--- src/rtl/afe_inj_scan_ctrl_if.sv ---
// Host/AFE-side signal bundle of the injection/ToT sequencer.
//
// master : configuration/control driver (host logic or bench); drives start, abort,
//          n_inj, inj_high, inj_low and the raw comparator level comp.
// slave  : the sequencer; drives inj_out, busy, done, res_valid and the result registers.
//
//   start      host -> seq  start a burst (ignored while busy)
//   abort      host -> seq  terminate the burst, no done pulse
//   n_inj      host -> seq  number of injections
//   inj_high   host -> seq  high phase length in cycles (0 behaves as 1)
//   inj_low    host -> seq  low phase length in cycles (0 behaves as 1)
//   comp       afe  -> seq  asynchronous comparator output
//   inj_out    seq  -> afe  registered injection pulse
//   busy       seq  -> host high whenever the sequencer is not idle
//   done       seq  -> host one-cycle pulse on normal completion
//   res_valid  seq  -> host one-cycle pulse when per-pulse results update
//   tot_last, tot_max, tot_sum, hit_count  seq -> host  burst results
interface afe_inj_scan_ctrl_if #(
  parameter int unsigned TOT_W = 8,
  parameter int unsigned N_W   = 8,
  parameter int unsigned T_W   = 16,
  parameter int unsigned SUM_W = 16
);
  logic             start;
  logic             abort;
  logic [N_W-1:0]   n_inj;
  logic [T_W-1:0]   inj_high;
  logic [T_W-1:0]   inj_low;
  logic             comp;
  logic             inj_out;
  logic             busy;
  logic             done;
  logic             res_valid;
  logic [TOT_W-1:0] tot_last;
  logic [TOT_W-1:0] tot_max;
  logic [SUM_W-1:0] tot_sum;
  logic [N_W-1:0]   hit_count;

  modport master (
    output start, abort, n_inj, inj_high, inj_low, comp,
    input  inj_out, busy, done, res_valid, tot_last, tot_max, tot_sum, hit_count
  );

  modport slave (
    input  start, abort, n_inj, inj_high, inj_low, comp,
    output inj_out, busy, done, res_valid, tot_last, tot_max, tot_sum, hit_count
  );
endinterface

--- src/rtl/afe_inj_scan_ctrl.sv ---
// AFE injection/ToT sequencer.
//
// Generates a burst of n_inj injection pulses (inj_high cycles high, inj_low cycles low)
// on inj_out and counts, per pulse, the cycles during which the synchronized comparator
// output is high (time-over-threshold). Over the burst it accumulates the last ToT, the
// maximum ToT, the saturating ToT sum and the number of pulses with a non-zero ToT.
//
// Ports:
//   clk_i   system clock
//   rst_i   asynchronous active-high reset
//   bus_io  control/config inputs, comparator input, pulse output, status and results
module afe_inj_scan_ctrl #(
  parameter int unsigned TOT_W = 8,
  parameter int unsigned N_W   = 8,
  parameter int unsigned T_W   = 16,
  parameter int unsigned SUM_W = 16
) (
  input logic                clk_i,
  input logic                rst_i,
  afe_inj_scan_ctrl_if.slave bus_io
);

  localparam int unsigned SumExtW = SUM_W + 1;

  typedef enum logic [2:0] {
    StIdle,
    StArm,
    StHigh,
    StLow,
    StFinish
  } state_e;

  state_e state_q, state_d;

  logic comp_meta_q, comp_s_q;

  logic [N_W-1:0]     rem_q, rem_d;
  logic [T_W-1:0]     timer_q, timer_d;
  logic [T_W-1:0]     high_cfg_q, high_cfg_d;
  logic [T_W-1:0]     low_cfg_q, low_cfg_d;
  logic [TOT_W-1:0]   tot_q, tot_d;
  logic [TOT_W-1:0]   tot_last_q, tot_last_d;
  logic [TOT_W-1:0]   tot_max_q, tot_max_d;
  logic [SUM_W-1:0]   tot_sum_q, tot_sum_d;
  logic [N_W-1:0]     hit_q, hit_d;
  logic               inj_out_q, inj_out_d;
  logic               res_valid_q, res_valid_d;

  logic [T_W-1:0]     high_eff, low_eff;
  logic [TOT_W-1:0]   tot_inc;
  logic [SumExtW-1:0] sum_ext;
  logic [SUM_W-1:0]   sum_sat;
  logic               timer_exp;

  // Two-flop synchronizer for the asynchronous comparator output.
  always_ff @(posedge clk_i or posedge rst_i) begin
    if (rst_i) begin
      comp_meta_q <= 1'b0;
      comp_s_q    <= 1'b0;
    end else begin
      comp_meta_q <= bus_io.comp;
      comp_s_q    <= comp_meta_q;
    end
  end

  // A zero phase length behaves as one cycle.
  assign high_eff = (bus_io.inj_high == '0) ? T_W'(1) : bus_io.inj_high;
  assign low_eff  = (bus_io.inj_low == '0) ? T_W'(1) : bus_io.inj_low;

  // ToT including the current cycle, saturating at all-ones.
  assign tot_inc = (comp_s_q && (tot_q != '1)) ? tot_q + TOT_W'(1) : tot_q;

  // One extra bit catches the carry for sum saturation.
  assign sum_ext = {1'b0, tot_sum_q} + SumExtW'(tot_inc);
  assign sum_sat = sum_ext[SUM_W] ? '1 : sum_ext[SUM_W-1:0];

  assign timer_exp = (timer_q <= T_W'(1));

  always_comb begin
    state_d     = state_q;
    rem_d       = rem_q;
    timer_d     = timer_q;
    high_cfg_d  = high_cfg_q;
    low_cfg_d   = low_cfg_q;
    tot_d       = tot_q;
    tot_last_d  = tot_last_q;
    tot_max_d   = tot_max_q;
    tot_sum_d   = tot_sum_q;
    hit_d       = hit_q;
    res_valid_d = 1'b0;

    if (bus_io.abort && (state_q != StIdle)) begin
      // Abort wins over everything; partial accumulators are kept.
      state_d = StIdle;
    end else begin
      unique case (state_q)
        StIdle: begin
          if (bus_io.start) begin
            if (bus_io.n_inj != '0) begin
              state_d = StArm;
            end else begin
              state_d    = StFinish;
              tot_last_d = '0;
              tot_max_d  = '0;
              tot_sum_d  = '0;
              hit_d      = '0;
            end
          end
        end

        StArm: begin
          // Configuration is captured here, so later input changes cannot affect the burst.
          rem_d      = bus_io.n_inj;
          high_cfg_d = high_eff;
          low_cfg_d  = low_eff;
          timer_d    = high_eff;
          tot_d      = '0;
          tot_last_d = '0;
          tot_max_d  = '0;
          tot_sum_d  = '0;
          hit_d      = '0;
          state_d    = StHigh;
        end

        StHigh: begin
          if (timer_exp) begin
            state_d     = StLow;
            timer_d     = low_cfg_q;
            res_valid_d = 1'b1;
            tot_last_d  = tot_inc;
            tot_max_d   = (tot_inc > tot_max_q) ? tot_inc : tot_max_q;
            tot_sum_d   = sum_sat;
            hit_d       = (tot_inc != '0) ? hit_q + N_W'(1) : hit_q;
            rem_d       = rem_q - N_W'(1);
            tot_d       = '0;
          end else begin
            timer_d = timer_q - T_W'(1);
            tot_d   = tot_inc;
          end
        end

        StLow: begin
          if (timer_exp) begin
            if (rem_q != '0) begin
              state_d = StHigh;
              timer_d = high_cfg_q;
            end else begin
              state_d = StFinish;
            end
          end else begin
            timer_d = timer_q - T_W'(1);
          end
        end

        StFinish: begin
          state_d = StIdle;
        end

        default: begin
          state_d = StIdle;
        end
      endcase
    end

    // Registered from the next state so the pin is glitch-free and aligned with StHigh.
    inj_out_d = (state_d == StHigh);
  end

  always_ff @(posedge clk_i or posedge rst_i) begin
    if (rst_i) begin
      state_q     <= StIdle;
      rem_q       <= '0;
      timer_q     <= '0;
      high_cfg_q  <= '0;
      low_cfg_q   <= '0;
      tot_q       <= '0;
      tot_last_q  <= '0;
      tot_max_q   <= '0;
      tot_sum_q   <= '0;
      hit_q       <= '0;
      inj_out_q   <= 1'b0;
      res_valid_q <= 1'b0;
    end else begin
      state_q     <= state_d;
      rem_q       <= rem_d;
      timer_q     <= timer_d;
      high_cfg_q  <= high_cfg_d;
      low_cfg_q   <= low_cfg_d;
      tot_q       <= tot_d;
      tot_last_q  <= tot_last_d;
      tot_max_q   <= tot_max_d;
      tot_sum_q   <= tot_sum_d;
      hit_q       <= hit_d;
      inj_out_q   <= inj_out_d;
      res_valid_q <= res_valid_d;
    end
  end

  assign bus_io.inj_out   = inj_out_q;
  assign bus_io.busy      = (state_q != StIdle);
  assign bus_io.done      = (state_q == StFinish);
  assign bus_io.res_valid = res_valid_q;
  assign bus_io.tot_last  = tot_last_q;
  assign bus_io.tot_max   = tot_max_q;
  assign bus_io.tot_sum   = tot_sum_q;
  assign bus_io.hit_count = hit_q;

endmodule

--- src/flat_wrapper.sv ---
// flat-port wrapper written by rule: the top's interface ports become plain ports
module afe_inj_scan_ctrl_flat 
#(
  parameter int unsigned TOT_W = 8,
  parameter int unsigned N_W   = 8,
  parameter int unsigned T_W   = 16,
  parameter int unsigned SUM_W = 16
)
  (clk_i, rst_i, bus_io_start, bus_io_abort, bus_io_n_inj, bus_io_inj_high, bus_io_inj_low, bus_io_comp, bus_io_inj_out, bus_io_busy, bus_io_done, bus_io_res_valid, bus_io_tot_last, bus_io_tot_max, bus_io_tot_sum, bus_io_hit_count);
  afe_inj_scan_ctrl_if #(.TOT_W(TOT_W), .N_W(N_W), .T_W(T_W), .SUM_W(SUM_W)) bus_io_i ();
  input logic clk_i;
  input logic rst_i;
  input wire logic [$bits(bus_io_i.start)-1:0] bus_io_start;
  input wire logic [$bits(bus_io_i.abort)-1:0] bus_io_abort;
  input wire logic [$bits(bus_io_i.n_inj)-1:0] bus_io_n_inj;
  input wire logic [$bits(bus_io_i.inj_high)-1:0] bus_io_inj_high;
  input wire logic [$bits(bus_io_i.inj_low)-1:0] bus_io_inj_low;
  input wire logic [$bits(bus_io_i.comp)-1:0] bus_io_comp;
  output wire logic [$bits(bus_io_i.inj_out)-1:0] bus_io_inj_out;
  output wire logic [$bits(bus_io_i.busy)-1:0] bus_io_busy;
  output wire logic [$bits(bus_io_i.done)-1:0] bus_io_done;
  output wire logic [$bits(bus_io_i.res_valid)-1:0] bus_io_res_valid;
  output wire logic [$bits(bus_io_i.tot_last)-1:0] bus_io_tot_last;
  output wire logic [$bits(bus_io_i.tot_max)-1:0] bus_io_tot_max;
  output wire logic [$bits(bus_io_i.tot_sum)-1:0] bus_io_tot_sum;
  output wire logic [$bits(bus_io_i.hit_count)-1:0] bus_io_hit_count;
  assign bus_io_i.start = bus_io_start;
  assign bus_io_i.abort = bus_io_abort;
  assign bus_io_i.n_inj = bus_io_n_inj;
  assign bus_io_i.inj_high = bus_io_inj_high;
  assign bus_io_i.inj_low = bus_io_inj_low;
  assign bus_io_i.comp = bus_io_comp;
  assign bus_io_inj_out = bus_io_i.inj_out;
  assign bus_io_busy = bus_io_i.busy;
  assign bus_io_done = bus_io_i.done;
  assign bus_io_res_valid = bus_io_i.res_valid;
  assign bus_io_tot_last = bus_io_i.tot_last;
  assign bus_io_tot_max = bus_io_i.tot_max;
  assign bus_io_tot_sum = bus_io_i.tot_sum;
  assign bus_io_hit_count = bus_io_i.hit_count;
  afe_inj_scan_ctrl #(.TOT_W(TOT_W), .N_W(N_W), .T_W(T_W), .SUM_W(SUM_W)) u_core (.clk_i(clk_i), .rst_i(rst_i), .bus_io(bus_io_i));
endmodule
--- config.mk ---
export PLATFORM = sky130hd
export DESIGN_NAME = afe_inj_scan_ctrl_flat
export DESIGN_NICKNAME = d
export VERILOG_FILES = /design/src/rtl/afe_inj_scan_ctrl_if.sv /design/src/rtl/afe_inj_scan_ctrl.sv /design/src/flat_wrapper.sv
export SDC_FILE = /design/constraint.sdc
export NUM_CORES = 1
export LEC_CHECK = 0
export ABC_AREA = 1
export CAP_MARGIN = 15
export CELL_PAD_IN_SITES_DETAIL_PLACEMENT = 2
export CELL_PAD_IN_SITES_GLOBAL_PLACEMENT = 2
export CORE_MARGIN = 10
export CORE_UTILIZATION = 34
export DETAILED_ROUTE_END_ITERATION = 7
export GPL_TIMING_DRIVEN = 0
export HOLD_SLACK_MARGIN = 0.12
export MAX_ROUTING_LAYER = met4
export PLACE_DENSITY = 0.85
export SETUP_SLACK_MARGIN = 0.02
export SYNTH_ARGS = -nofsm -noshare
export SYNTH_HDL_FRONTEND = slang
export SYNTH_SLANG_ARGS = --single-unit
--- constraint.sdc ---
create_clock -name clk_i -period 10.4 [get_ports clk_i]
set_clock_uncertainty 0.05 [all_clocks]
set_input_delay 2.08 -clock clk_i [delete_from_list [all_inputs] [get_ports clk_i]]
set_output_delay 2.08 -clock clk_i [all_outputs]
set_load 0.02 [all_outputs]
==> results of run 1 <==
## through the flow
stage          worst slack, ns  area, µm²  utilization (%)  hold slack [ns]
3_5_place_dp              6.32       8100             41.2            0.309
2_1_floorplan             5.34       6860                -            0.281
4_1_cts                   6.37       8400             42.7            0.325
5_1_grt                   6.26       8400             42.7            0.324
6_report                  6.39       8400             42.7            0.318
3_3_place_gp              3.30       8070             41.1            0.285
## Yosys cell counts (all sizes together), types with 12 or more instances
library cell / number / area, µm²
nand2: 339 / 1350
dfrtp: 111 / 2780
inv: 105 / 397
nor2: 102 / 517
nand3: 56 / 298
o21ai: 53 / 284
a21oi: 39 / 214
ha: 21 / 263
nand4: 18 / 113
nor3: 17 / 85.1
buf: 15 / 90.1
xor2: 12 / 105
## cell families after synthesis
logic type | Yosys count | synth area share [%]
AO/OA/AOI/OAI | 119 | 10.2
AND/OR/NAND/NOR | 545 | 35.7
buffers and inverters | 131 | 7.70
flip-flops | 111 | 40.5
XOR/XNOR | 14 | 1.79
adder cells (fa/ha/maj) | 22 | 4.12
## per-layer routing
metal	GRT usage [%]	wire, µm
met5	-	0
met4	6.45	579
met3	2.63	684
met2	33.5	12300
met1	26.8	12300
## power by group
group	switching, mW	internal (mW)	total, mW
logic	0.476	0.248	0.724
clock network	0.164	0.198	0.362
registers	0.113	0.563	0.676
## path summary, 6_finish.rpt
| check | cells after the start | start | endpoint |
|---|---|---|---|
| worst max register to register | 22 | u_core.tot_q[1]$_DFFE_PP0P_ | u_core.bus_io.tot_sum[7]$_DFFE_PP0P_ |
| worst min-delay path | 0 | u_core.comp_meta_q$_DFF_PP0_ | u_core.comp_s_q$_DFF_PP0_ |
| min in group asynchronous | 2 | rst_i | u_core.tot_q[3]$_DFFE_PP0P_ |
| max in group asynchronous | 3 | rst_i | u_core.timer_q[14]$_DFFE_PP0P_ |
| worst min register to register | 0 | u_core.comp_meta_q$_DFF_PP0_ | u_core.comp_s_q$_DFF_PP0_ |
| worst max-delay path | 5 | u_core.state_q[0]$_DFF_PP0_ | bus_io_busy |
## flip-flops by register name (all words and copies together), names as in the netlist, 3 cells and up
name and count:
u_core.bus_io.tot_max 8, u_core.low_cfg_q 16, u_core.high_cfg_q 16, u_core.timer_q 16, u_core.bus_io.tot_last 8, u_core.state_q 3
u_core.tot_q 8, u_core.bus_io.tot_sum 16, u_core.rem_q 8, u_core.bus_io.hit_count 8
## final cells by class
cell class	instances	area, µm²	share of cell area [%]
plain buffers	24	124	1.47
inverters	107	409	4.87
repair buffers	89	908	10.8
multi-input cells	700	3550	42.3
clock buffers	11	253	3.01
flip-flops and latches	111	2780	33.1
clock inverters	4	45.0	0.536
well taps	265	332	3.95
==> impl_metrics.yaml, run 1 <==
clock_network:
  clk-insertion-delay-late_ns: 0.36
  ctsHtreeMaxLevel: 3
  cts.repair_timing.setup_buffer_count: 0
  cts_tree: "yes"
  postCtsHoldBufs: 0
  cts.path.max_buffers: 2
  clk_pin_slew_worst_paths_ns: 0.07
  cts.root.buffer_cell: "clkbuf_16"
  cts_made_buffers: 9
  cts.sink_count: 111
  ctsResizeCount: 0
drt:
  drc: 0
  drt_first_iter_violations: 302
  vias_per_cell: 5.15
  post_drt_wl_per_cell_um: 19.7
  finalWirelength_um: 25800
  final_antenna_net_count: 0
  detailed_routing_iteration_count_for_the_pre_antenna_repair_pass: 5
  dr_total_vias: 6754
pwr:
  leakage_nw: 4.13
  power-per-cell-area_mw_per_mm2: 210
  ir_worst_vdd_mv: 0.0962
  design_power_total_mw: 1.76
timing:
  min_clock_period_post_route_ns: 4.01
  timing.slew.headroom_pct: 53.6
  fmax_mhz: 249
  fin_crit_sh_pct: 38.6
  totalNegativeSetupSlack_ns: 0
  setup_viol: 0
  report.final.slew_viol_count: 0
  setup_repair_after_global_routing_missed_its_margin: "no"
  max_slew.worst_pin.slew_ns: 0.694
  timing.final.hold_violations: 0
logic_synthesis:
  ys_ff_latch: 111
  yosys_warnings: 0
  syn-num-nets: 1009
  netlist_area_mm2: 0.00686
  synthArstFlopShare_pct: 100
  avgSynthCellArea_um2: 7.28
  yosysUniqueCellTypes: 46
  synth_enable_flop_cells: 0
  dominantRegCellSynth: "dfrtp_1"
  ys_seq_area_share_pct: 40.5
  syn_inst: 942
setup_path:
  critPathMaxStageDelay_ns: 0.65
  cp_top_family: "buffers and inverters"
  worst-path-buf-inv: 3
  endpoint_kind: "output port"
  critical_path.cell_chain: "inv_1, nand2_2, nor2_4, inv_1, clkdlybuf4s50_1"
  critical_path.startpoint_type: "register"
  critical_path_required_ns: 8.27
  rrSetupSlack_ns: 6.86
  critical_path_peak_fanout: 4
  timing.critical_path.arrival_ns: 1.88
  crit_slowest_cell: "clkdlybuf4s50_1"
  cpMostUsedCell: "inv_1"
  crit_type: "reg -> out"
final_layout:
  insertedDiodeCount: 0
  final_cells: 1311
  layout-area-overhead-vs-synth_pct: 22.5
  layout_fillers: 2373
  layout_common_cells: "323 x nand2_1, 111 x dfrtp_1, 97 x inv_1"
  mostFrequentLayoutCell: "nand2_1"
  drive_above_1_share_pct: 8.32
  finalNetCount: 1109
floorplan:
  std_cell_rows: 51
  coreArea_mm2: 0.0197
  die_w_um: 162
  initial_core_util_pct: 34.9
  floorplan.die_area_mm2: 0.0263
  ioPinCount: 89
  die-height_um: 162
grt:
  vias_in_the_first_global_route: 7655
  globalRouteTotalUtil_pct: 20.8
  grt_overflow: 0
  largest_net_degree_at_the_start_of_global_routing: 64
  grt_first_pass_wirelength_um: 42700
  number_of_antenna_violations_at_the_first_check_in_global_routing: 0
status:
  outcome: "complete, no violations"
placed_design:
  post-place-cells: 1296
  gp_congestion: 0.876
  placement.io_buffers: 88
  place.detailed.hpwl_um: 19600
min_path:
  hp-class: "reg -> reg"
run:
  cap_viol_max_count: 0
(Power assumes the default switching activity.)
==> run 2, diff against run 1 <==
Settings changed: CORE_UTILIZATION 34 to 32, PLACE_DENSITY 0.85 to 0.81.
Clock period 10.4 ns to 3.9 ns, I/O delays scaled along.
==> run 2 against run 1 <==
Against the previous run: global-route usage decreased by 2.2 points; critical path depth rose by 12; register-to-register slack got worse by 6.5 ns; core utilization decreased by 2.8 points; hold slack lost 0.00088 ns; combinational power increased to 2.6 times the previous value; design area increased by 0.24%; non-clock buffer count did not move; worst setup slack worse by 6.1 ns; first-iteration DRC count increased by 25%; clock-buffer cell count down 1; critical endpoint is now u_core.bus_io.tot_sum[1]$_DFFE_PP0P_; largest cell class unchanged; largest power group unchanged; highest routed layer unchanged.
==> impl_metrics.yaml, run 2 (synthesis gave the netlist of run 1 again) <==
final_layout:
  mostFrequentLayoutCell: "nand2_1"
  postLayoutCellArea_mm2: 0.00842
  layout-area-overhead-vs-synth_pct: 22.8
  layout.core_utilization_pct: 39.9
  drive_above_1_share_pct: 8.40
  layout_common_cells: "323 x nand2_1, 111 x dfrtp_1, 97 x inv_1"
  insertedDiodeCount: 0
  finalNetCount: 1109
  layout_fillers: 2524
floorplan:
  floorplan.die_area_mm2: 0.0277
  initial_core_util_pct: 32.5
  ioPinCount: 89
  die-height_um: 166
  coreArea_mm2: 0.0211
  die_w_um: 166
  std_cell_rows: 53
setup_path:
  critical_path_required_ns: 4.09
  critical_path.cell_chain: "ha_1, inv_1, nor2_4, nand4_1, xor2_1, ha_1, nand2_1, inv_1, nand2_1, nand3_1, nand2_1, nor2_2, nand2_1, buf_2, nand2_1, nand2_1, o21ai_0"
  endpoint_kind: "register"
  timing.critical_path.arrival_ns: 3.77
  critPathMaxStageDelay_ns: 0.66
  critical_path.startpoint_type: "register"
  critical_path.reg2reg.startpoint: "u_core.tot_q[1]$_DFFE_PP0P_"
  crit_slowest_cell: "xor2_1"
  r2r.worst_path.cells: 17
  worst-path-buf-inv: 3
  crit_type: "reg -> reg"
  cpMostUsedCell: "nand2_1"
  critical_path_peak_fanout: 10
  cp_top_family: "simple AND/OR/NAND/NOR gates"
  r2r_end: "u_core.bus_io.tot_sum[1]$_DFFE_PP0P_"
  rrSetupSlack_ns: 0.31
drt:
  final_antenna_net_count: 0
  finalWirelength_um: 25200
  drc: 0
  drt_first_iter_violations: 376
  dr_total_vias: 6738
  detailed_routing_iteration_count_for_the_pre_antenna_repair_pass: 4
  vias_per_cell: 5.10
  post_drt_wl_per_cell_um: 19.0
timing:
  min_clock_period_post_route_ns: 3.59
  fmax_mhz: 279
  timing.final.hold_violations: 0
  timing.slew.headroom_pct: 45.9
  totalNegativeSetupSlack_ns: 0
  setup_viol: 0
  report.final.slew_viol_count: 0
  whs_ns: 0.317
  fin_crit_sh_pct: 92.0
  max_slew.worst_pin.slew_ns: 0.809
  setup_repair_after_global_routing_missed_its_margin: "no"
clock_network:
  postCtsHoldBufs: 0
  cts.sink_count: 111
  cts_tree: "yes"
  clk_pin_slew_worst_paths_ns: 0.08
  clk-insertion-delay-late_ns: 0.37
  cts_made_buffers: 9
  ctsResizeCount: 0
  cts.path.max_buffers: 2
  cts.repair_timing.setup_buffer_count: 0
  cts.root.buffer_cell: "clkbuf_16"
  ctsHtreeMaxLevel: 3
grt:
  largest_net_degree_at_the_start_of_global_routing: 89
  number_of_antenna_violations_at_the_first_check_in_global_routing: 0
  globalRouteTotalUtil_pct: 18.6
  grt_first_pass_wirelength_um: 41300
  vias_in_the_first_global_route: 7480
  grt_overflow: 0
min_path:
  hp-class: "reg -> reg"
  holdPathStages: 0
  worst_hold_path.endpoint: "u_core.comp_s_q$_DFF_PP0_"
  startpoint_of_the_most_critical_hold_path: "u_core.comp_meta_q$_DFF_PP0_"
pwr:
  design_power_total_mw: 4.69
  leakage_nw: 4.13
  power-per-cell-area_mw_per_mm2: 557
  ir_worst_vdd_mv: 0.241
run:
  cap_viol_max_count: 0
placed_design:
  detailed_place.area_mm2: 0.00812
  gp_congestion: 0.845
  place.detailed.hpwl_um: 19400
  placement.io_buffers: 88
status:
  outcome: "complete, no violations"
==> run 2: cell type report <==
class | instances | area (µm²) | share of cell area [%]
multi-input cells | 700 | 3550 | 42.2
flip-flops and latches | 111 | 2780 | 33.0
repair buffers | 89 | 908 | 10.8
inverters | 107 | 409 | 4.86
well taps | 275 | 344 | 4.09
clock buffers | 10 | 239 | 2.84
plain buffers | 24 | 124 | 1.47
clock inverters | 6 | 66.3 | 0.787
==> run 2: metal layers <==
metal | vias up | wire [µm] | track usage [%]
met4 | 0 | 176 | 3.25
met2 | 95 | 11900 | 30.0
met3 | 11 | 659 | 2.44
met1 | 3403 | 12400 | 24.6
li1 | 3229 | - | -
met5 | - | 0 | -
==> run 2: worst max path at each step <==
stage	startpoint	endpoint	slack (ns)	depth (start not counted)
detailed placement	u_core.tot_q[0]$_DFFE_PP0P_	u_core.bus_io.tot_sum[9]$_DFFE_PP0P_	0.34	17
CTS	u_core.tot_q[1]$_DFFE_PP0P_	u_core.bus_io.tot_sum[1]$_DFFE_PP0P_	0.29	17
global placement	rst_i	u_core.bus_io.hit_count[3]$_DFFE_PP0P_	-1.99	2
finish	u_core.tot_q[1]$_DFFE_PP0P_	u_core.bus_io.tot_sum[1]$_DFFE_PP0P_	0.31	17
global route	u_core.tot_q[1]$_DFFE_PP0P_	u_core.bus_io.tot_sum[1]$_DFFE_PP0P_	0.05	17
floorplan	rst_i	u_core.bus_io.hit_count[0]$_DFFE_PP0P_	0.14	1
==> run 2: worst reg2reg max path, cell delays in order, from the launching register on <==
cell	delay, ns
dfrtp_1	0.43
ha_1	0.23
inv_1	0.09
nor2_4	0.18
nand4_1	0.13
xor2_1	0.66
ha_1	0.43
nand2_1	0.11
inv_1	0.04
nand2_1	0.06
nand3_1	0.11
nand2_1	0.21
nor2_2	0.08
nand2_1	0.14
buf_2	0.29
nand2_1	0.09
nand2_1	0.07
o21ai_0	0.08
==> run 2: report_power, final <==
group          internal (mW)  switching, mW
Combinational          0.659           1.24
Sequential              1.50          0.299
Clock                  0.521          0.477
Total                   2.68           2.01
==> run 2: through the flow <==
stage,std cells,worst slack (ns)
after floorplan,942,0.139
after global placement,1305,-1.99
after detailed placement,1306,0.345
after CTS,1322,0.295
after global routing,1322,0.0492
final,1322,0.313
